**src/rtl/serial_bit_feeder_if.sv**
```systemverilog
`default_nettype none
// ============================================================================
//  Module      : serial_bit_feeder_if
//  Description : Word handshake and serial-output bundle for serial_bit_feeder.
//                The master side supplies words and observes the serial stream.
//                The slave side is the feeder itself.
//  Revision    : 1.0  initial release
// ============================================================================
interface serial_bit_feeder_if #(
    parameter int WIDTH = 6
) ();
    logic [WIDTH-1:0] data_in;
    logic             data_valid;
    logic             data_ready;
    logic             x_out;
    logic             x_valid;
    logic             word_done;
    logic             busy;

    modport master (
        output data_in, data_valid,
        input  data_ready, x_out, x_valid, word_done, busy
    );

    modport slave (
        input  data_in, data_valid,
        output data_ready, x_out, x_valid, word_done, busy
    );
endinterface
`default_nettype wire

```
**src/rtl/serial_bit_feeder.sv**
```systemverilog
`default_nettype none
// ============================================================================
//  Module      : serial_bit_feeder
//  Description : Parallel-to-serial stage feeding the "110101" sequence
//                detector. Accepts WIDTH-bit words on valid/ready and emits
//                one bit per clock on x_out, holding IDLE_BIT between words.
//                Optional macro SER_PARITY_EN appends an even-parity bit
//                after the data bits of every word.
//  Revision    : 1.0  initial release
// ============================================================================
module serial_bit_feeder #(
    parameter int   WIDTH     = 6,
    parameter int   MSB_FIRST = 1,
    parameter logic IDLE_BIT  = 1'b0
) (
    input  wire logic          clk,
    input  wire logic          reset,
    serial_bit_feeder_if.slave bus
);

`ifdef SER_PARITY_EN
    localparam int c_NBITS = WIDTH + 1;
`else
    localparam int c_NBITS = WIDTH;
`endif
    localparam int c_CW = $clog2(WIDTH + 1);

    typedef enum logic [0:0] {
        S_IDLE  = 1'b0,
        S_SHIFT = 1'b1
    } state_t;

    state_t             r_state;
    state_t             w_state_nxt;
    logic [c_NBITS-1:0] r_shift;
    logic [c_NBITS-1:0] w_shift_nxt;
    logic [c_NBITS-1:0] w_load;
    logic [c_CW-1:0]    r_cnt;
    logic [c_CW-1:0]    w_cnt_nxt;
    logic [WIDTH-1:0]   w_ordered;
    logic               w_last;
    logic               w_xfer;
    logic               w_x_valid_nxt;
    logic               w_x_out_nxt;
    logic               w_word_done_nxt;
    logic               r_x_out;
    logic               r_x_valid;
    logic               r_word_done;
    logic               r_busy;

    // Arrange the word so the first bit to transmit sits at the top.
    generate
        if (MSB_FIRST != 0) begin : g_msb_first
            assign w_ordered = bus.data_in;
        end else begin : g_lsb_first
            for (genvar i = 0; i < WIDTH; i++) begin : g_rev
                assign w_ordered[i] = bus.data_in[WIDTH-1-i];
            end
        end
    endgenerate

`ifdef SER_PARITY_EN
    assign w_load = {w_ordered, ^bus.data_in};
`else
    assign w_load = w_ordered;
`endif

    // The last bit cycle can accept the next word so back-to-back words have no bubble.
    assign w_last          = (r_state == S_SHIFT) && (r_cnt == '0);
    assign bus.data_ready  = (r_state == S_IDLE) || w_last;
    assign w_xfer          = bus.data_valid && bus.data_ready;

    // Next-state, shifter and registered-output precomputation.
    always_comb begin
        w_state_nxt = r_state;
        w_shift_nxt = r_shift;
        w_cnt_nxt   = r_cnt;
        if (r_state == S_IDLE) begin
            if (w_xfer) begin
                w_shift_nxt = w_load;
                w_cnt_nxt   = c_CW'(c_NBITS - 1);
                w_state_nxt = S_SHIFT;
            end
        end else begin
            if (r_cnt == '0) begin
                if (w_xfer) begin
                    w_shift_nxt = w_load;
                    w_cnt_nxt   = c_CW'(c_NBITS - 1);
                end else begin
                    w_shift_nxt = '0;
                    w_state_nxt = S_IDLE;
                end
            end else begin
                w_shift_nxt = r_shift << 1;
                w_cnt_nxt   = r_cnt - 1'b1;
            end
        end
        w_x_valid_nxt   = (w_state_nxt == S_SHIFT);
        w_x_out_nxt     = w_x_valid_nxt ? w_shift_nxt[c_NBITS-1] : IDLE_BIT;
        w_word_done_nxt = w_x_valid_nxt && (w_cnt_nxt == '0);
    end

    // State and output registers; reset discards any word in flight.
    always_ff @(posedge clk) begin
        if (reset) begin
            r_state     <= S_IDLE;
            r_shift     <= '0;
            r_cnt       <= '0;
            r_x_out     <= IDLE_BIT;
            r_x_valid   <= 1'b0;
            r_word_done <= 1'b0;
            r_busy      <= 1'b0;
        end else begin
            r_state     <= w_state_nxt;
            r_shift     <= w_shift_nxt;
            r_cnt       <= w_cnt_nxt;
            r_x_out     <= w_x_out_nxt;
            r_x_valid   <= w_x_valid_nxt;
            r_word_done <= w_word_done_nxt;
            r_busy      <= w_x_valid_nxt;
        end
    end

    assign bus.x_out     = r_x_out;
    assign bus.x_valid   = r_x_valid;
    assign bus.word_done = r_word_done;
    assign bus.busy      = r_busy;

endmodule
`default_nettype wire

```
**src/flat_wrapper.sv**
```systemverilog
// flat-port wrapper written by rule: the top's interface ports become plain ports
module serial_bit_feeder_flat 
#(
    parameter int   WIDTH     = 6,
    parameter int   MSB_FIRST = 1,
    parameter logic IDLE_BIT  = 1'b0
)
  (clk, reset, bus_data_in, bus_data_valid, bus_data_ready, bus_x_out, bus_x_valid, bus_word_done, bus_busy);
  serial_bit_feeder_if #(.WIDTH(WIDTH)) bus_i ();
  input  wire logic clk;
  input  wire logic reset;
  input wire logic [$bits(bus_i.data_in)-1:0] bus_data_in;
  input wire logic [$bits(bus_i.data_valid)-1:0] bus_data_valid;
  output wire logic [$bits(bus_i.data_ready)-1:0] bus_data_ready;
  output wire logic [$bits(bus_i.x_out)-1:0] bus_x_out;
  output wire logic [$bits(bus_i.x_valid)-1:0] bus_x_valid;
  output wire logic [$bits(bus_i.word_done)-1:0] bus_word_done;
  output wire logic [$bits(bus_i.busy)-1:0] bus_busy;
  assign bus_i.data_in = bus_data_in;
  assign bus_i.data_valid = bus_data_valid;
  assign bus_data_ready = bus_i.data_ready;
  assign bus_x_out = bus_i.x_out;
  assign bus_x_valid = bus_i.x_valid;
  assign bus_word_done = bus_i.word_done;
  assign bus_busy = bus_i.busy;
  serial_bit_feeder #(.WIDTH(WIDTH), .MSB_FIRST(MSB_FIRST), .IDLE_BIT(IDLE_BIT)) u_core (.clk(clk), .reset(reset), .bus(bus_i));
endmodule
```
**config.mk**
```make
export PLATFORM = sky130hd
export DESIGN_NAME = serial_bit_feeder_flat
export DESIGN_NICKNAME = d
export VERILOG_FILES = /design/src/rtl/serial_bit_feeder_if.sv /design/src/rtl/serial_bit_feeder.sv /design/src/flat_wrapper.sv
export SDC_FILE = /design/constraint.sdc
export NUM_CORES = 1
export LEC_CHECK = 0
export CORE_MARGIN = 2
export CORE_UTILIZATION = 45
export CTS_BUF_LIST = sky130_fd_sc_hd__clkbuf_4 sky130_fd_sc_hd__clkbuf_8 sky130_fd_sc_hd__clkbuf_16
export DETAILED_ROUTE_END_ITERATION = 16
export DONT_BUFFER_PORTS = 1
export PLACE_DENSITY = 0.57
export SYNTH_ARGS = -nofsm -noshare
export SYNTH_HDL_FRONTEND = slang
export SYNTH_SLANG_ARGS = --single-unit
```
**constraint.sdc**
```tcl
create_clock -name clk -period 1.5 [get_ports clk]
set_input_delay 0.3 -clock clk [delete_from_list [all_inputs] [get_ports clk]]
set_output_delay 0.3 -clock clk [all_outputs]
set_load 0.05 [all_outputs]
```
==> results of run 1 <==
[where the power goes]
part	total [W]	switching (W)	internal [W]
registers	0.000367	0.0000243	0.000343
logic	0.000222	0.000118	0.000104
clock network	0.000257	0.000109	0.000147
[critical path: stages, from the launching register on]
cell and delay, ps:
sky130_fd_sc_hd__dfxtp_2 340, sky130_fd_sc_hd__inv_2 50, sky130_fd_sc_hd__ha_4 160, sky130_fd_sc_hd__buf_6 120, sky130_fd_sc_hd__nor4b_4 250, sky130_fd_sc_hd__a31oi_2 70
sky130_fd_sc_hd__a2111oi_2 340
[cells by family (layout without fill, tap and decap cells)]
group,count (synthesis),in the layout,share of synthesized area [%]
fa+ha+maj,2,2,3.88
mux,1,1,1.74
simple gates,22,22,17.6
buf+inv,11,20,11.4
compound gates,24,24,28.1
flops,12,12,37.2
[state kept, by name (all words and copies together) (netlist names)]
signal	flops
u_core.r_cnt	3
u_core.bus.x_valid	1
u_core.r_shift	6
u_core.bus.word_done	1
u_core.bus.x_out	1
[metal layers]
| metal | up-vias | global-route usage (%) | share of wire (%) |
|---|---|---|---|
| li1 | 285 | - | - |
| met1 | 241 | 21.9 | 51 |
| met2 | 18 | 20.9 | 43 |
| met3 | 4 | 2.61 | 4.5 |
| met4 | 0 | 10.3 | 1.2 |
| met5 | - | 0 | 0 |
[how the worst max path moves through the flow]
stage / end / slack, ps / depth (start not counted)
after detailed placement: u_core.bus.x_out / 20 / 6
after global placement: u_core.bus.word_done / 50 / 6
after CTS: bus_data_ready / 8 / 5
after global routing: u_core.bus.word_done / 5 / 6
final: u_core.bus.word_done / 70 / 6
after floorplan: bus_data_ready / 90 / 6
[cell type report]
cell class	count	share of cell area (%)
Timing Repair Buffer	12	11.8
Multi-Input combinational cell	49	48.7
Inverter	4	1.88
Sequential cell	12	30.8
Tap cell	15	2.35
Clock buffer	4	4.55
[what timing repair did]
action	4_1_cts	5_1_grt
resized for setup	4	10
pin swaps	0	3
endpoints found under the hold margin	0	0
setup endpoints to repair	3	6
setup buffers	2	0
[cell usage after synthesis, types with 2 or more instances]
master,n,area share (%)
sky130_fd_sc_hd__dfxtp_1,12,37
sky130_fd_sc_hd__nand2_1,8,4.7
sky130_fd_sc_hd__a31oi_1,6,5.8
sky130_fd_sc_hd__a21o_1,5,5.8
sky130_fd_sc_hd__a211oi_1,4,4.7
sky130_fd_sc_hd__inv_1,4,2.3
sky130_fd_sc_hd__nor3_1,4,3.1
sky130_fd_sc_hd__a21oi_1,3,2.3
sky130_fd_sc_hd__nor2_1,3,1.7
sky130_fd_sc_hd__buf_4,2,2.3
sky130_fd_sc_hd__clkbuf_1,2,1.2
sky130_fd_sc_hd__ha_1,2,3.9
sky130_fd_sc_hd__nand3_1,2,1.6
[metrics by stage]
step / power [W] / cell area, um2
floorplan: 0.000530 / 649
global placement: 0.000549 / 684
detailed placement: 0.000550 / 684
CTS: 0.000834 / 752
global route: 0.000899 / 797
finish: 0.000846 / 797
==> impl_results.md, run 1 <==
* Smallest setup slack after layout at 67.1 ps
* GRT Util Overall at 15.4%
* Worst reg2reg endpoint: u_core.bus.word_done
* Final Hold Slack at 85.6 ps
* Average routed wire per standard cell at 13.4 um
* Final-layout setup total negative slack at 0 ps
* Share of synthesized flip-flops with an asynchronous set or reset at 0%
* Number of buffers created by CTS at 3
* Data required time of the critical path at 1680 ps
* Layout fillers at 118
* Startpoint Class: register
* Grt ovf at 0
* Count of vias placed by the detailed router at 548
* Mean instance size in the synthesized netlist at 8.97 um2
* Crit Path Category: register to register
* Number of enable flip-flop cells after synthesis at 0
* Most common cell after layout, fill and taps aside: sky130_fd_sc_hd__buf_4
* Count of TritonRoute iterations in the first routing pass at 4
* Clock H-tree levels at 1
* Core region area at 0.00132 mm2
* DP Worst Slack at 18.5 ps
* Total of endpoints with negative setup slack in the final report at 0
* Number of clock sinks at 12
* Area of all sequential standard cells at 245 um2
* Launch instance of the worst min-delay path: reset
* Worst Tran Pin Value at 472 ps
* Flip-flop and latch count after synthesis at 12
* First-pass GRT wire length at 2060 um
* Achievable clock frequency at 0.698 GHz
* WHS Path Cells at 1
* Number of antenna violations at the first check in global routing at 0
* Detail Placement HPWL at 896 um
* Clock tree from TritonCTS: done
* Width of the die at 41.9 um
* Run status: complete, no violations
* Class of the worst hold path: primary input to register
* Mapped Nets at 83
* Number of warning messages in the yosys log at 0
* Setup crit end kind: register
* Per-cell via count in the routed design at 5.71
* Crit path from: u_core.r_cnt[0]
* Post-Route Utilization at 60.5%
* Post-route DRC violation count at 0
* Largest fanout of any net on the critical path at 3
* Fraction of layout instances using a drive strength above 1 at 38.3%
* Maximum resistive drop on vdd at 539 uV
* Portion of the clock cycle consumed by the worst path in the final layout at 95.5%
* Reported max-cap violation count at 0
* Total die area at 0.00175 mm2
* Hold endpoint: u_core.bus.x_valid
* Vias in the first global route at 489
* Worst Path Arrival at 1610 ps
* Antenna-violating nets left at 0
* CTS root buf: sky130_fd_sc_hd__clkbuf_4
* Height of the chip at 41.9 um
* Final-report max-slew violation count at 0
* I/O pin count at 14
* Max transition margin at 68.5%
* Non-filler cells, final at 96
* Number of distinct library cells after synthesis at 28
* Worst-case reg-to-reg path depth at 6
* Starting utilization of the core area at 49.0%
* Final hold vios at 0
* Port Buffer Count at 0
* Multi-input gate area in the final layout at 388 um2
* Startpoint of the most critical register-to-register path: u_core.r_cnt[0]
* Part of the Yosys area used for sequential elements at 37.2%
* Post-route minimum period at 1430 ps
* Worst Clk Skew at 3.18 ps
* Number of hold-repair buffers added at the cts stage at 0
* Cell row count at 13
* Maximum number of pins on one net before global-route repair at 16
* Cell count after placement at 90
* CTS clk-pin slew, worst paths at 80 ps
* WL final at 1290 um
* Power density relative to cell area at 1060 mW/mm2
* Unrepaired setup endpoints after global routing: no
* Most used DFF post-synth: sky130_fd_sc_hd__dfxtp_1
* Nets at 93
* Netlist area before placement at 646 um2
* P_leak at 0.309 nW
* Final GP Congestion at 0.773
* Slack of the worst reg-to-reg path at 70 ps
* Count of mapped cells out of synthesis at 72
* Area growth syn-to-layout at 23.4%
* Diode insertion count for antenna repair at 0
* Commonest cells after routing, fill and taps aside: sky130_fd_sc_hd__buf_4 (11), sky130_fd_sc_hd__dfxtp_1 (10), sky130_fd_sc_hd__nand2_1 (7), sky130_fd_sc_hd__a31oi_1 (5), sky130_fd_sc_hd__a21o_1 (5)
* Insertion delay to the later sink of the worst-skew pair at 270 ps
* 1st-iter DRT viols at 9
* Max clock buf depth at 2
(Power assumes the default switching activity.)
==> run 2, diff against run 1 <==
--- a/config.mk
+++ b/config.mk
@@ -11,6 +11,7 @@
 export DETAILED_ROUTE_END_ITERATION = 16
 export DONT_BUFFER_PORTS = 1
 export PLACE_DENSITY = 0.57
+export RECOVER_POWER = 25
 export SYNTH_ARGS = -nofsm -noshare
 export SYNTH_HDL_FRONTEND = slang
 export SYNTH_SLANG_ARGS = --single-unit
==> results of run 2 <==
Final layout, timing and power as in run 1 (identical DEF).
==> run 3, diff against run 2 <==
--- a/config.mk
+++ b/config.mk
@@ -5,7 +5,6 @@
 export SDC_FILE = /design/constraint.sdc
 export NUM_CORES = 1
 export LEC_CHECK = 0
-export CORE_MARGIN = 2
 export CORE_UTILIZATION = 45
 export CTS_BUF_LIST = sky130_fd_sc_hd__clkbuf_4 sky130_fd_sc_hd__clkbuf_8 sky130_fd_sc_hd__clkbuf_16
 export DETAILED_ROUTE_END_ITERATION = 16
==> impl_results.md, run 3 (same netlist as run 1, synthesis figures left out) <==
* Class of the worst hold path: primary input to register
* Worst Clk Skew at 6.26 ps (+3.08 ps)
* Achievable clock frequency at 0.687 GHz (-1.6%)
* Fraction of layout instances using a drive strength above 1 at 40.2% (+2.0 points)
* Met1 routing resource usage after global routing at 21.2% (-0.63 points)
* Final-layout setup total negative slack at 0 ps (unchanged)
* Crit Path Category: register to register
* Number of clock sinks at 12 (unchanged)
* Average routed wire per standard cell at 13.6 um (+1.9%)
* Height of the chip at 39.9 um (-4.8%)
* Maximum resistive drop on vdd at 839 uV (+56%)
* Final Hold Slack at 76.3 ps (-9.26 ps)
* Multi-input gate area in the final layout at 388 um2 (unchanged)
* Worst Tran Pin Value at 470 ps (-1.60 ps)
* Clock tree from TritonCTS: done
* Cell count after placement at 91 (+1.1%)
* Met3 layer usage reported by global route at 8.52% (+5.9 points)
* Worst Path Arrival at 1640 ps (+30 ps)
* Core region area at 0.00132 mm2 (unchanged)
* Clock H-tree levels at 1 (unchanged)
* Max transition margin at 68.6% (+0.11 points)
* Startpoint Class: register
* Design Power at 0.000856 W (+1.2%)
* Area of all sequential standard cells at 246 um2 (+0.51%)
* CTS clk-pin slew, worst paths at 80 ps (about the same)
* Number of antenna violations at the first check in global routing at 0 (unchanged)
* Cell row count at 13 (unchanged)
* Number of hold-repair buffers added at the cts stage at 0 (unchanged)
* Met2 routing resource usage after global routing at 25.0% (+4.1 points)
* Total die area at 0.00159 mm2 (-9.3%)
* P_leak at 0.316 nW (+2.3%)
* Largest registers: u_core.r_shift: 6 flops, u_core.r_cnt: 3 flops
* Crit path from: u_core.r_cnt[0]
* Most common cell after layout, fill and taps aside: sky130_fd_sc_hd__buf_4
* Slack of the worst reg-to-reg path at 40 ps (-20 ps)
* 1st-iter DRT viols at 15 (+6)
* Flip-flop count of the largest register after layout at 6 (unchanged)
* WL final at 1320 um (+3.0%)
* Count of TritonRoute iterations in the first routing pass at 4 (unchanged)
* Starting utilization of the core area at 49.0% (unchanged)
* Total of endpoints with negative setup slack in the final report at 0 (unchanged)
* Final hold vios at 0 (unchanged)
* Non-filler cells, final at 97 (+1.0%)
* Layout fillers at 120 (+1.7%)
* Diode insertion count for antenna repair at 0 (unchanged)
* Per-cell via count in the routed design at 5.76 (+0.96%)
* Grt ovf at 0 (unchanged)
* Post-route DRC violation count at 0 (unchanged)
* Register with the most flip-flops: u_core.r_shift
* Reported max-cap violation count at 0 (unchanged)
* Worst-case reg-to-reg path depth at 6 (unchanged)
* Vias in the first global route at 429 (-12%)
* Insertion delay to the later sink of the worst-skew pair at 280 ps (about the same)
* Power density relative to cell area at 1060 mW/mm2 (-0.38%)
* Post-route minimum period at 1460 ps (+22.8 ps)
* Max clock buf depth at 2 (unchanged)
* Portion of the clock cycle consumed by the worst path in the final layout at 97.0% (+1.5 points)
* Antenna-violating nets left at 0 (unchanged)
* Run status: complete, no violations
* Number of buffers created by CTS at 3 (unchanged)
* Commonest cells after routing, fill and taps aside: sky130_fd_sc_hd__buf_4 (11), sky130_fd_sc_hd__dfxtp_1 (9), sky130_fd_sc_hd__nand2_1 (7), sky130_fd_sc_hd__a31oi_1 (5), sky130_fd_sc_hd__a21o_1 (5)
* I/O pin count at 14 (unchanged)
* Detail Placement HPWL at 857 um (-4.3%)
* Area growth syn-to-layout at 25.4%
* Port Buffer Count at 0 (unchanged)
* Unrepaired setup endpoints after global routing: yes
* Maximum number of pins on one net before global-route repair at 16 (unchanged)
* Final GP Congestion at 0.788 (+1.9%)
* Largest fanout of any net on the critical path at 2 (-1)
* Setup crit end kind: register
* Width of the die at 39.9 um (-4.8%)
* DP Worst Slack at 23.3 ps (+4.82 ps)
* GR peak layer: met2
* Startpoint of the most critical register-to-register path: u_core.r_cnt[0]
* Data required time of the critical path at 1680 ps (about the same)
* Final-report max-slew violation count at 0 (unchanged)
* Worst Setup EP: u_core.bus.word_done
* Count of vias placed by the detailed router at 559 (+2.0%)
* CTS root buf: sky130_fd_sc_hd__clkbuf_4
* Nets at 94 (+1.1%)
* Smallest setup slack after layout at 44.3 ps (-22.8 ps)
* Worst reg2reg endpoint: u_core.bus.word_done
* First-pass GRT wire length at 1730 um (-16%)
* GRT Util Overall at 17.0% (+1.6 points)
## run 3: cell types whose count changed in the layout (fill, tap and decap cells not counted)
cell                      previous run  this run
sky130_fd_sc_hd__buf_6               1         2
sky130_fd_sc_hd__dfxtp_1            10         9
sky130_fd_sc_hd__dfxtp_2             1         2
## run 3: per-layer routing
metal	routed length, um	vias to the layer above
met2	614	17
li1	-	282
met5	0	-
met3	73	2
met4	10	0
met1	625	258
## run 3: power breakdown
part | internal [W] | switching, W
sequential | 0.000343 | 0.0000248
clock | 0.000148 | 0.000115
combinational | 0.000107 | 0.000119
## run 3: how the worst min path moves through the flow
stage / startpoint / slack (ps) / depth (start not counted) / to
2_1_floorplan: reset / 380 / 1 / u_core.bus.word_done
3_5_place_dp: reset / 370 / 1 / u_core.bus.x_valid
6_report: reset / 80 / 1 / u_core.bus.x_out
3_3_place_gp: reset / 370 / 1 / u_core.bus.x_valid
4_1_cts: reset / 70 / 1 / u_core.bus.x_out
5_1_grt: reset / 60 / 1 / u_core.bus.x_out
## run 3: what timing repair did
item / in CTS / in global routing
pin swaps: 0 / 3
setup endpoints to repair: 1 / 5
cloned: 0 / 0
setup buffers: 1 / 1
resized for setup: 3 / 13
endpoints found under the hold margin: 0 / 0
## run 3: worst max-delay path, cell delays in order (launching register included)
cell and delay [ps]:
sky130_fd_sc_hd__dfxtp_2 330, sky130_fd_sc_hd__inv_2 50, sky130_fd_sc_hd__buf_6 110, sky130_fd_sc_hd__ha_4 160, sky130_fd_sc_hd__nor4b_4 270, sky130_fd_sc_hd__a31oi_2 70
sky130_fd_sc_hd__a2111oi_2 360
## run 3: area by class of cell
class                      count  area share [%]
multi-input combinational     49            47.9
sequential                    12            30.4
timing repair buffer          13            13.0
clock buffer                   4            4.48
tap                           15            2.32
inverter                       4            1.85
## run 3: per-stage QoR
stage | util (%) | instance area, um2
6_report | 61.4 | 810
5_1_grt | 61.4 | 810
4_1_cts | 56.6 | 746
3_5_place_dp | 52.5 | 692
3_3_place_gp | 52.5 | 692
2_1_floorplan | - | 649
